<file path="src/rtl/mc_controller_if.sv">
// Control bus between the multicycle controller and its datapath.
// The master side is the controller; the slave side is the datapath.
interface mc_controller_if #(
    parameter int unsigned ALUCTRL_W = 2
);
    localparam int unsigned COND_W  = 4;
    localparam int unsigned OP_W    = 2;
    localparam int unsigned FUNCT_W = 6;
    localparam int unsigned RD_W    = 4;
    localparam int unsigned NZCV_W  = 4;
    localparam int unsigned SEL_W   = 2;

    // Latched instruction fields and live ALU flags
    logic [COND_W-1:0]    Cond;
    logic [OP_W-1:0]      Op;
    logic [FUNCT_W-1:0]   Funct;
    logic [RD_W-1:0]      Rd;
    logic [NZCV_W-1:0]    ALUFlags;

    // Enables and mux selects towards the datapath
    logic                 PCWrite;
    logic                 MemWrite;
    logic                 RegWrite;
    logic                 IRWrite;
    logic                 AdrSrc;
    logic [SEL_W-1:0]     RegSrc;
    logic [SEL_W-1:0]     ALUSrcA;
    logic [SEL_W-1:0]     ALUSrcB;
    logic [SEL_W-1:0]     ResultSrc;
    logic [SEL_W-1:0]     ImmSrc;
    logic [ALUCTRL_W-1:0] ALUControl;
    logic                 Undef;

    modport master (
        input  Cond, Op, Funct, Rd, ALUFlags,
        output PCWrite, MemWrite, RegWrite, IRWrite, AdrSrc,
               RegSrc, ALUSrcA, ALUSrcB, ResultSrc, ImmSrc, ALUControl, Undef
    );

    modport slave (
        output Cond, Op, Funct, Rd, ALUFlags,
        input  PCWrite, MemWrite, RegWrite, IRWrite, AdrSrc,
               RegSrc, ALUSrcA, ALUSrcB, ResultSrc, ImmSrc, ALUControl, Undef
    );
endinterface

</file>
<file path="src/rtl/mc_controller.sv">
// Multicycle ARM control unit: sequencing FSM, ALU decoder, condition check and NZCV storage.
// Define MC_CTRL_CMP_EN to decode CMP (SUB that updates flags without register writeback).
module mc_controller #(
    parameter int unsigned ALUCTRL_W = 2
) (
    input  logic            clk,
    input  logic            reset,
    mc_controller_if.master bus
);
    localparam int unsigned NZCV_W = 4;
    localparam int unsigned ALU_W  = 3;

    typedef enum logic [3:0] {
        FETCH,
        DECODE,
        MEMADR,
        MEMREAD,
        MEMWB,
        MEMWRITE,
        EXECUTER,
        EXECUTEI,
        ALUWB,
        BRANCH,
        UNKNOWN
    } state_e;

    state_e              state_q;
    state_e              state_d;
    state_e              cur_state;
    logic [NZCV_W-1:0]   flags_q;
    logic [NZCV_W-1:0]   flags_d;
    logic                cond_ex_dly_q;

    logic                cond_ex;
    logic                next_pc;
    logic                branch;
    logic                reg_w;
    logic                mem_w;
    logic                ir_write;
    logic                alu_op;
    logic                undef;
    logic                adr_src;
    logic [1:0]          alu_src_a;
    logic [1:0]          alu_src_b;
    logic [1:0]          result_src;
    logic [ALU_W-1:0]    alu_ctrl;
    logic [1:0]          flag_w;
    logic                no_write;
    logic                pcs;

    // While reset is held the selects present FETCH values.
    assign cur_state = reset ? FETCH : state_q;

    // Main FSM: next state plus per-state enables and selects
    always_comb begin
        state_d    = FETCH;
        next_pc    = 1'b0;
        branch     = 1'b0;
        reg_w      = 1'b0;
        mem_w      = 1'b0;
        ir_write   = 1'b0;
        alu_op     = 1'b0;
        undef      = 1'b0;
        adr_src    = 1'b0;
        alu_src_a  = 2'b00;
        alu_src_b  = 2'b00;
        result_src = 2'b00;
        case (cur_state)
            FETCH: begin
                ir_write   = 1'b1;
                next_pc    = 1'b1;
                alu_src_a  = 2'b01;
                alu_src_b  = 2'b10;
                result_src = 2'b10;
                state_d    = DECODE;
            end
            DECODE: begin
                alu_src_a  = 2'b01;
                alu_src_b  = 2'b10;
                result_src = 2'b10;
                case (bus.Op)
                    2'b00:   state_d = bus.Funct[5] ? EXECUTEI : EXECUTER;
                    2'b01:   state_d = MEMADR;
                    2'b10:   state_d = BRANCH;
                    default: state_d = UNKNOWN;
                endcase
            end
            MEMADR: begin
                alu_src_b = 2'b01;
                state_d   = bus.Funct[0] ? MEMREAD : MEMWRITE;
            end
            MEMREAD: begin
                adr_src = 1'b1;
                state_d = MEMWB;
            end
            MEMWB: begin
                result_src = 2'b01;
                reg_w      = 1'b1;
            end
            MEMWRITE: begin
                adr_src = 1'b1;
                mem_w   = 1'b1;
            end
            EXECUTER: begin
                alu_op  = 1'b1;
                state_d = ALUWB;
            end
            EXECUTEI: begin
                alu_src_b = 2'b01;
                alu_op    = 1'b1;
                state_d   = ALUWB;
            end
            ALUWB: begin
                reg_w = ~no_write;
            end
            BRANCH: begin
                alu_src_a  = 2'b10;
                alu_src_b  = 2'b01;
                result_src = 2'b10;
                branch     = 1'b1;
            end
            UNKNOWN: begin
                undef = 1'b1;
            end
            default: begin
                state_d = FETCH;
            end
        endcase
    end

    // ALU decoder; NoWrite is held for the whole instruction so ALUWB can see it
    always_comb begin
        alu_ctrl = '0;
        flag_w   = 2'b00;
        no_write = 1'b0;
`ifdef MC_CTRL_CMP_EN
        no_write = (bus.Op == 2'b00) && (bus.Funct[4:1] == 4'b1010);
`endif
        if (alu_op) begin
            case (bus.Funct[4:1])
                4'b0100: begin
                    alu_ctrl = ALU_W'(0);
                    flag_w   = {bus.Funct[0], bus.Funct[0]};
                end
                4'b0010: begin
                    alu_ctrl = ALU_W'(1);
                    flag_w   = {bus.Funct[0], bus.Funct[0]};
                end
                4'b0000: begin
                    alu_ctrl = ALU_W'(2);
                    flag_w   = {bus.Funct[0], 1'b0};
                end
                4'b1100: begin
                    alu_ctrl = ALU_W'(3);
                    flag_w   = {bus.Funct[0], 1'b0};
                end
                4'b0001: begin
                    if (ALUCTRL_W >= 32'd3) begin
                        alu_ctrl = ALU_W'(4);
                        flag_w   = {bus.Funct[0], 1'b0};
                    end
                end
`ifdef MC_CTRL_CMP_EN
                4'b1010: begin
                    alu_ctrl = ALU_W'(1);
                    flag_w   = {bus.Funct[0], bus.Funct[0]};
                end
`endif
                default: begin
                    alu_ctrl = '0;
                    flag_w   = 2'b00;
                end
            endcase
        end
    end

    // Condition evaluation against the stored NZCV
    always_comb begin
        logic n, z, c, v;
        {n, z, c, v} = flags_q;
        case (bus.Cond)
            4'b0000: cond_ex = z;
            4'b0001: cond_ex = ~z;
            4'b0010: cond_ex = c;
            4'b0011: cond_ex = ~c;
            4'b0100: cond_ex = n;
            4'b0101: cond_ex = ~n;
            4'b0110: cond_ex = v;
            4'b0111: cond_ex = ~v;
            4'b1000: cond_ex = c & ~z;
            4'b1001: cond_ex = ~(c & ~z);
            4'b1010: cond_ex = (n == v);
            4'b1011: cond_ex = (n != v);
            4'b1100: cond_ex = ~z & (n == v);
            4'b1101: cond_ex = z | (n != v);
            4'b1110: cond_ex = 1'b1;
            default: cond_ex = 1'b0;
        endcase
    end

    always_comb begin
        flags_d = flags_q;
        if (flag_w[1] && cond_ex) begin
            flags_d[3:2] = bus.ALUFlags[3:2];
        end
        if (flag_w[0] && cond_ex) begin
            flags_d[1:0] = bus.ALUFlags[1:0];
        end
    end

    always_ff @(posedge clk) begin
        if (reset) begin
            state_q       <= FETCH;
            flags_q       <= '0;
            cond_ex_dly_q <= 1'b0;
        end else begin
            state_q       <= state_d;
            flags_q       <= flags_d;
            cond_ex_dly_q <= cond_ex;
        end
    end

    // Writes are qualified by the condition captured one cycle earlier
    assign pcs = ((bus.Rd == 4'hF) & reg_w) | branch;

    assign bus.PCWrite    = ~reset & ((pcs & cond_ex_dly_q) | next_pc);
    assign bus.RegWrite   = ~reset & reg_w & cond_ex_dly_q;
    assign bus.MemWrite   = ~reset & mem_w & cond_ex_dly_q;
    assign bus.IRWrite    = ~reset & ir_write;
    assign bus.Undef      = ~reset & undef;
    assign bus.AdrSrc     = adr_src;
    assign bus.ALUSrcA    = alu_src_a;
    assign bus.ALUSrcB    = alu_src_b;
    assign bus.ResultSrc  = result_src;
    assign bus.RegSrc     = {bus.Op == 2'b01, bus.Op == 2'b10};
    assign bus.ImmSrc     = bus.Op;
    assign bus.ALUControl = ALUCTRL_W'(alu_ctrl);
endmodule

</file>
<file path="src/flat_wrapper.sv">
// flat-port wrapper written by rule: the top's interface ports become plain ports
module mc_controller_flat 
#(
    parameter int unsigned ALUCTRL_W = 2
)
  (clk, reset, bus_Cond, bus_Op, bus_Funct, bus_Rd, bus_ALUFlags, bus_PCWrite, bus_MemWrite, bus_RegWrite, bus_IRWrite, bus_AdrSrc, bus_RegSrc, bus_ALUSrcA, bus_ALUSrcB, bus_ResultSrc, bus_ImmSrc, bus_ALUControl, bus_Undef);
  mc_controller_if #(.ALUCTRL_W(ALUCTRL_W)) bus_i ();
  input  logic clk;
  input  logic reset;
  input wire logic [$bits(bus_i.Cond)-1:0] bus_Cond;
  input wire logic [$bits(bus_i.Op)-1:0] bus_Op;
  input wire logic [$bits(bus_i.Funct)-1:0] bus_Funct;
  input wire logic [$bits(bus_i.Rd)-1:0] bus_Rd;
  input wire logic [$bits(bus_i.ALUFlags)-1:0] bus_ALUFlags;
  output wire logic [$bits(bus_i.PCWrite)-1:0] bus_PCWrite;
  output wire logic [$bits(bus_i.MemWrite)-1:0] bus_MemWrite;
  output wire logic [$bits(bus_i.RegWrite)-1:0] bus_RegWrite;
  output wire logic [$bits(bus_i.IRWrite)-1:0] bus_IRWrite;
  output wire logic [$bits(bus_i.AdrSrc)-1:0] bus_AdrSrc;
  output wire logic [$bits(bus_i.RegSrc)-1:0] bus_RegSrc;
  output wire logic [$bits(bus_i.ALUSrcA)-1:0] bus_ALUSrcA;
  output wire logic [$bits(bus_i.ALUSrcB)-1:0] bus_ALUSrcB;
  output wire logic [$bits(bus_i.ResultSrc)-1:0] bus_ResultSrc;
  output wire logic [$bits(bus_i.ImmSrc)-1:0] bus_ImmSrc;
  output wire logic [$bits(bus_i.ALUControl)-1:0] bus_ALUControl;
  output wire logic [$bits(bus_i.Undef)-1:0] bus_Undef;
  assign bus_i.Cond = bus_Cond;
  assign bus_i.Op = bus_Op;
  assign bus_i.Funct = bus_Funct;
  assign bus_i.Rd = bus_Rd;
  assign bus_i.ALUFlags = bus_ALUFlags;
  assign bus_PCWrite = bus_i.PCWrite;
  assign bus_MemWrite = bus_i.MemWrite;
  assign bus_RegWrite = bus_i.RegWrite;
  assign bus_IRWrite = bus_i.IRWrite;
  assign bus_AdrSrc = bus_i.AdrSrc;
  assign bus_RegSrc = bus_i.RegSrc;
  assign bus_ALUSrcA = bus_i.ALUSrcA;
  assign bus_ALUSrcB = bus_i.ALUSrcB;
  assign bus_ResultSrc = bus_i.ResultSrc;
  assign bus_ImmSrc = bus_i.ImmSrc;
  assign bus_ALUControl = bus_i.ALUControl;
  assign bus_Undef = bus_i.Undef;
  mc_controller #(.ALUCTRL_W(ALUCTRL_W)) u_core (.clk(clk), .reset(reset), .bus(bus_i));
endmodule
</file>
<file path="config.mk">
export PLATFORM = sky130hd
export DESIGN_NAME = mc_controller_flat
export DESIGN_NICKNAME = d
export VERILOG_FILES = /design/src/rtl/mc_controller_if.sv /design/src/rtl/mc_controller.sv /design/src/flat_wrapper.sv
export SDC_FILE = /design/constraint.sdc
export NUM_CORES = 1
export LEC_CHECK = 0
export CAP_MARGIN = 15
export CELL_PAD_IN_SITES_DETAIL_PLACEMENT = 1
export CELL_PAD_IN_SITES_GLOBAL_PLACEMENT = 1
export CORE_UTILIZATION = 28
export CTS_CLUSTER_DIAMETER = 40
export DETAILED_ROUTE_END_ITERATION = 7
export PLACE_DENSITY_LB_ADDON = 0.05
export SLEW_MARGIN = 0
export SYNTH_ARGS = -nofsm -noshare
export SYNTH_HDL_FRONTEND = slang
export SYNTH_SLANG_ARGS = --single-unit
</file>
<file path="constraint.sdc">
create_clock -name clk -period 2.7 [get_ports clk]
set_clock_uncertainty 0.1 [all_clocks]
set_input_delay 0.54 -clock clk [delete_from_list [all_inputs] [get_ports clk]]
set_output_delay 0.54 -clock clk [all_outputs]
set_load 0.1 [all_outputs]
</file>
==> impl_metrics.yaml <==
hold_path:
  timing.hold.worst.class: "reg2reg"
  hold_start: "u_core.flags_q[1]$_SDFFE_PP0P_"
  min_delay_path_depth: 2
  hold_path_end: "u_core.flags_q[1]$_SDFFE_PP0P_"
clock_tree:
  worst_skew_pair.late_latency_ps: 260
  cts_inserted_buffers: 3
  max-clock-path-buffers: 2
  root_buffer: "clkbuf_4"
  post-cts-setup-buffers: 0
  clock-sinks: 9
  path_clk_slew_ps: 60
  tritoncts: "built"
  htree_num_levels: 1
finish:
  final_core_util: 0.5240
  most-common-layout-cells: "19 x clkdlybuf4s50_1, 18 x buf_12, 14 x nor2_1"
  stdcell_area_um2: 1587
  post_layout_nonfiller_instances: 205
  diodes: 0
  layout_commonest_cell: "clkdlybuf4s50_1"
  layout_fillers: 363
  areaGrowthSynthToFinish_pct: 78.84
  finish.net_count: 184
  share_of_post_route_cells_with_drive_strength_above_1: 0.2609
synthesis:
  synth-edff-count: 0
  yosys_warnings: 0
  synthesis.instances: 121
  post_synth_num_cell_types: 40
  async_reset_ff_frac: 0
  net_count_after_synthesis: 143
  mappedNetlistArea_um2: 887.1
  postSynthAreaPerCell_um2: 7.331
  ys_ff_latch: 9
  primary_ff_master_synth: "dfxtp_1"
  synth-seq-area-share: 0.2031
timing:
  rsz0062_at_grt: "no"
  final-hold-violation-count: 0
  fmax_mhz: 402.7
  timing_worst_slew_pin_value_ps: 407.3
  final.min_clock_period_ps: 2483
  final_max_slew_viol_count: 0
  timing.final.crit_share: 0.9196
  worst_slew_margin_rel: 0.7281
  totalNegativeSetupSlack_ps: 0
  setup_viol: 0
drt:
  post-route-drc-count: 0
  drt_iter0_drc: 17
  routed_wirelength_mm: 2.655
  drt-vias-per-instance: 4.917
  num_vias: 1008
  antenna_viol_nets_final: 0
  drt-wirelength-per-cell_um: 12.95
  drt_pre_antenna_iters: 4
place:
  hpwl_mm: 2.212
  post-place-cells: 201
  io_buffers: 39
  dpl-instance-area_um2: 1559
  gp_congestion: 0.7084
pwr:
  internal-power_mw: 0.3234
  netSwitchingFraction: 0.4351
  power_switching_mw: 0.2491
  share_of_power_burned_in_registers: 0.265
  power.total_mw: 0.5725
  max-vdd-ir-drop_mv: 0.2636
  power.share.combinational: 0.552
  pwr_density_cell_nw_per_um2: 360.9
  power_frac_clock: 0.183
  standby_leakage_power_nw: 0.6532
setup_path:
  end_kind: "flop"
  critical_path_cell_count: 7
  critical_path.top_delay_family: "buffers and inverters"
  worst-setup-path-type: "in2reg"
  critical_path.reg2reg.endpoint: "u_core.flags_q[3]$_SDFFE_PP0P_"
  startpoint_class: "input port"
  path_cells: "clkdlybuf4s50_1 > mux2_4 > o221a_1 > a211oi_2 > nor3_1 > nor3b_2 > mux2i_1"
  worstRegToRegCells: 6
  largest_incremental_delay_on_the_critical_path_ps: 560
  worst_setup_path_startpoint: "bus_Cond[1]"
  crit_fanout: 6
  worstPathBufferInverterCount: 1
  critical-path-slowest-cell: "clkdlybuf4s50_1"
  reg2reg_setup_slack_ps: 700
  critical_path_required_ps: 2790
  timing.critical_path.arrival_ps: 2570
  worstReg2RegStart: "u_core.flags_q[2]$_SDFFE_PP0P_"
die:
  fp.dieW_um: 58.29
  boundaryPins: 40
  initial_core_util: 0.2930
  core_um2: 3028
  die-height_um: 58.29
  fp-row-count: 20
  area_enclosed_by_the_die_boundary_um2: 3397
run:
  max_capacitance_violation_count: 0
global_route:
  number_of_antenna_violations_at_the_first_check_in_global_routing: 0
  grt_usage: 0.1623
  globalRouteOverflowTotal: 0
  grt_start_max_net_pins: 13
  global_route_wire_length_before_repair_mm: 4.360
  number_of_global_route_vias_before_repair: 950
run_status:
  result_of_the_run: "finished clean"
sequential cells by signal, summed over array words and instances (netlist names):
name and flops:
u_core.cond_ex_dly_q 1, u_core.state_q 4, u_core.flags_q 4
power groups by stage:
stage	clock network [mW]	logic, mW	registers, mW
6_report	0.105	0.316	0.152
5_1_grt	0.117	0.332	0.153
4_1_cts	0.107	0.319	0.152
3_5_place_dp	0	0.319	0.155
3_3_place_gp	0	0.313	0.154
2_1_floorplan	0	0.202	0.146
stage by stage:
| step | hold slack [ps] | worst slack (ps) |
|---|---|---|
| 4_1_cts | 457.7 | 147.8 |
| 5_1_grt | 486.6 | 99.52 |
| 3_3_place_gp | 417.8 | 31.72 |
| 6_report | 462.7 | 217.1 |
| 2_1_floorplan | 380.7 | -648.7 |
| 3_5_place_dp | 449.4 | -123.8 |
worst register-to-register path, delay by kind of cell, from the launching register on:
family | cells | cell delay [ps]
flops | 1 | 380
mux | 2 | 510
simple gates | 2 | 410
compound gates | 2 | 530
Yosys cell counts, types with 3 or more instances:
cell type	n	area share
mux2i_1	5	0.056
a21oi_1	8	0.045
o21ai_0	6	0.034
nand2_1	6	0.025
dfxtp_1	9	0.20
and3_1	5	0.035
or2_2	3	0.021
nor2_1	16	0.068
nor3_1	6	0.034
xor2_1	4	0.039
clkbuf_1	5	0.021
nor2b_1	9	0.063
nor3b_1	3	0.025
nand2b_1	7	0.049
cell type report:
| cell class | count | area [µm²] | area share |
|---|---|---|---|
| clock buffer | 4 | 26.28 | 0.01656 |
| inverter | 1 | 3.754 | 0.002366 |
| multi-input combinational | 101 | 696.9 | 0.4393 |
| sequential | 9 | 180.2 | 0.1136 |
| tap | 44 | 55.05 | 0.03470 |
| timing repair buffer | 46 | 624.3 | 0.3935 |
how the worst max path moves through the flow:
stage	to	slack (ps)
2_1_floorplan	bus_PCWrite	-650
3_3_place_gp	u_core.flags_q[3]$_SDFFE_PP0P_	30
3_5_place_dp	u_core.flags_q[3]$_SDFFE_PP0P_	-120
4_1_cts	u_core.flags_q[3]$_SDFFE_PP0P_	150
5_1_grt	u_core.flags_q[3]$_SDFFE_PP0P_	100
6_report	u_core.flags_q[3]$_SDFFE_PP0P_	220
layer usage:
metal	share of wire	GRT usage	wire, µm
met5	0	0	0
met4	0	0.02041	0
met2	0.48	0.2693	1270
met3	0.055	0.02902	145
met1	0.47	0.2255	1239
cells by family after synthesis:
family	Yosys count	synth area share
xor+xnor	6	0.05924
compound gates	21	0.1566
mux	7	0.08603
buf+inv	11	0.06486
flops	9	0.2031
simple gates	67	0.4302
repair_timing:
item                       in CTS  in global routing
setup endpoints to repair       1                  1
resized for setup               1                  1
hold endpoints to repair        0                  0
cloned                          0                  0
pin swaps                       0                  0
hold buffers                    0                  0
Note: power is estimated with default switching activity, not from simulation.
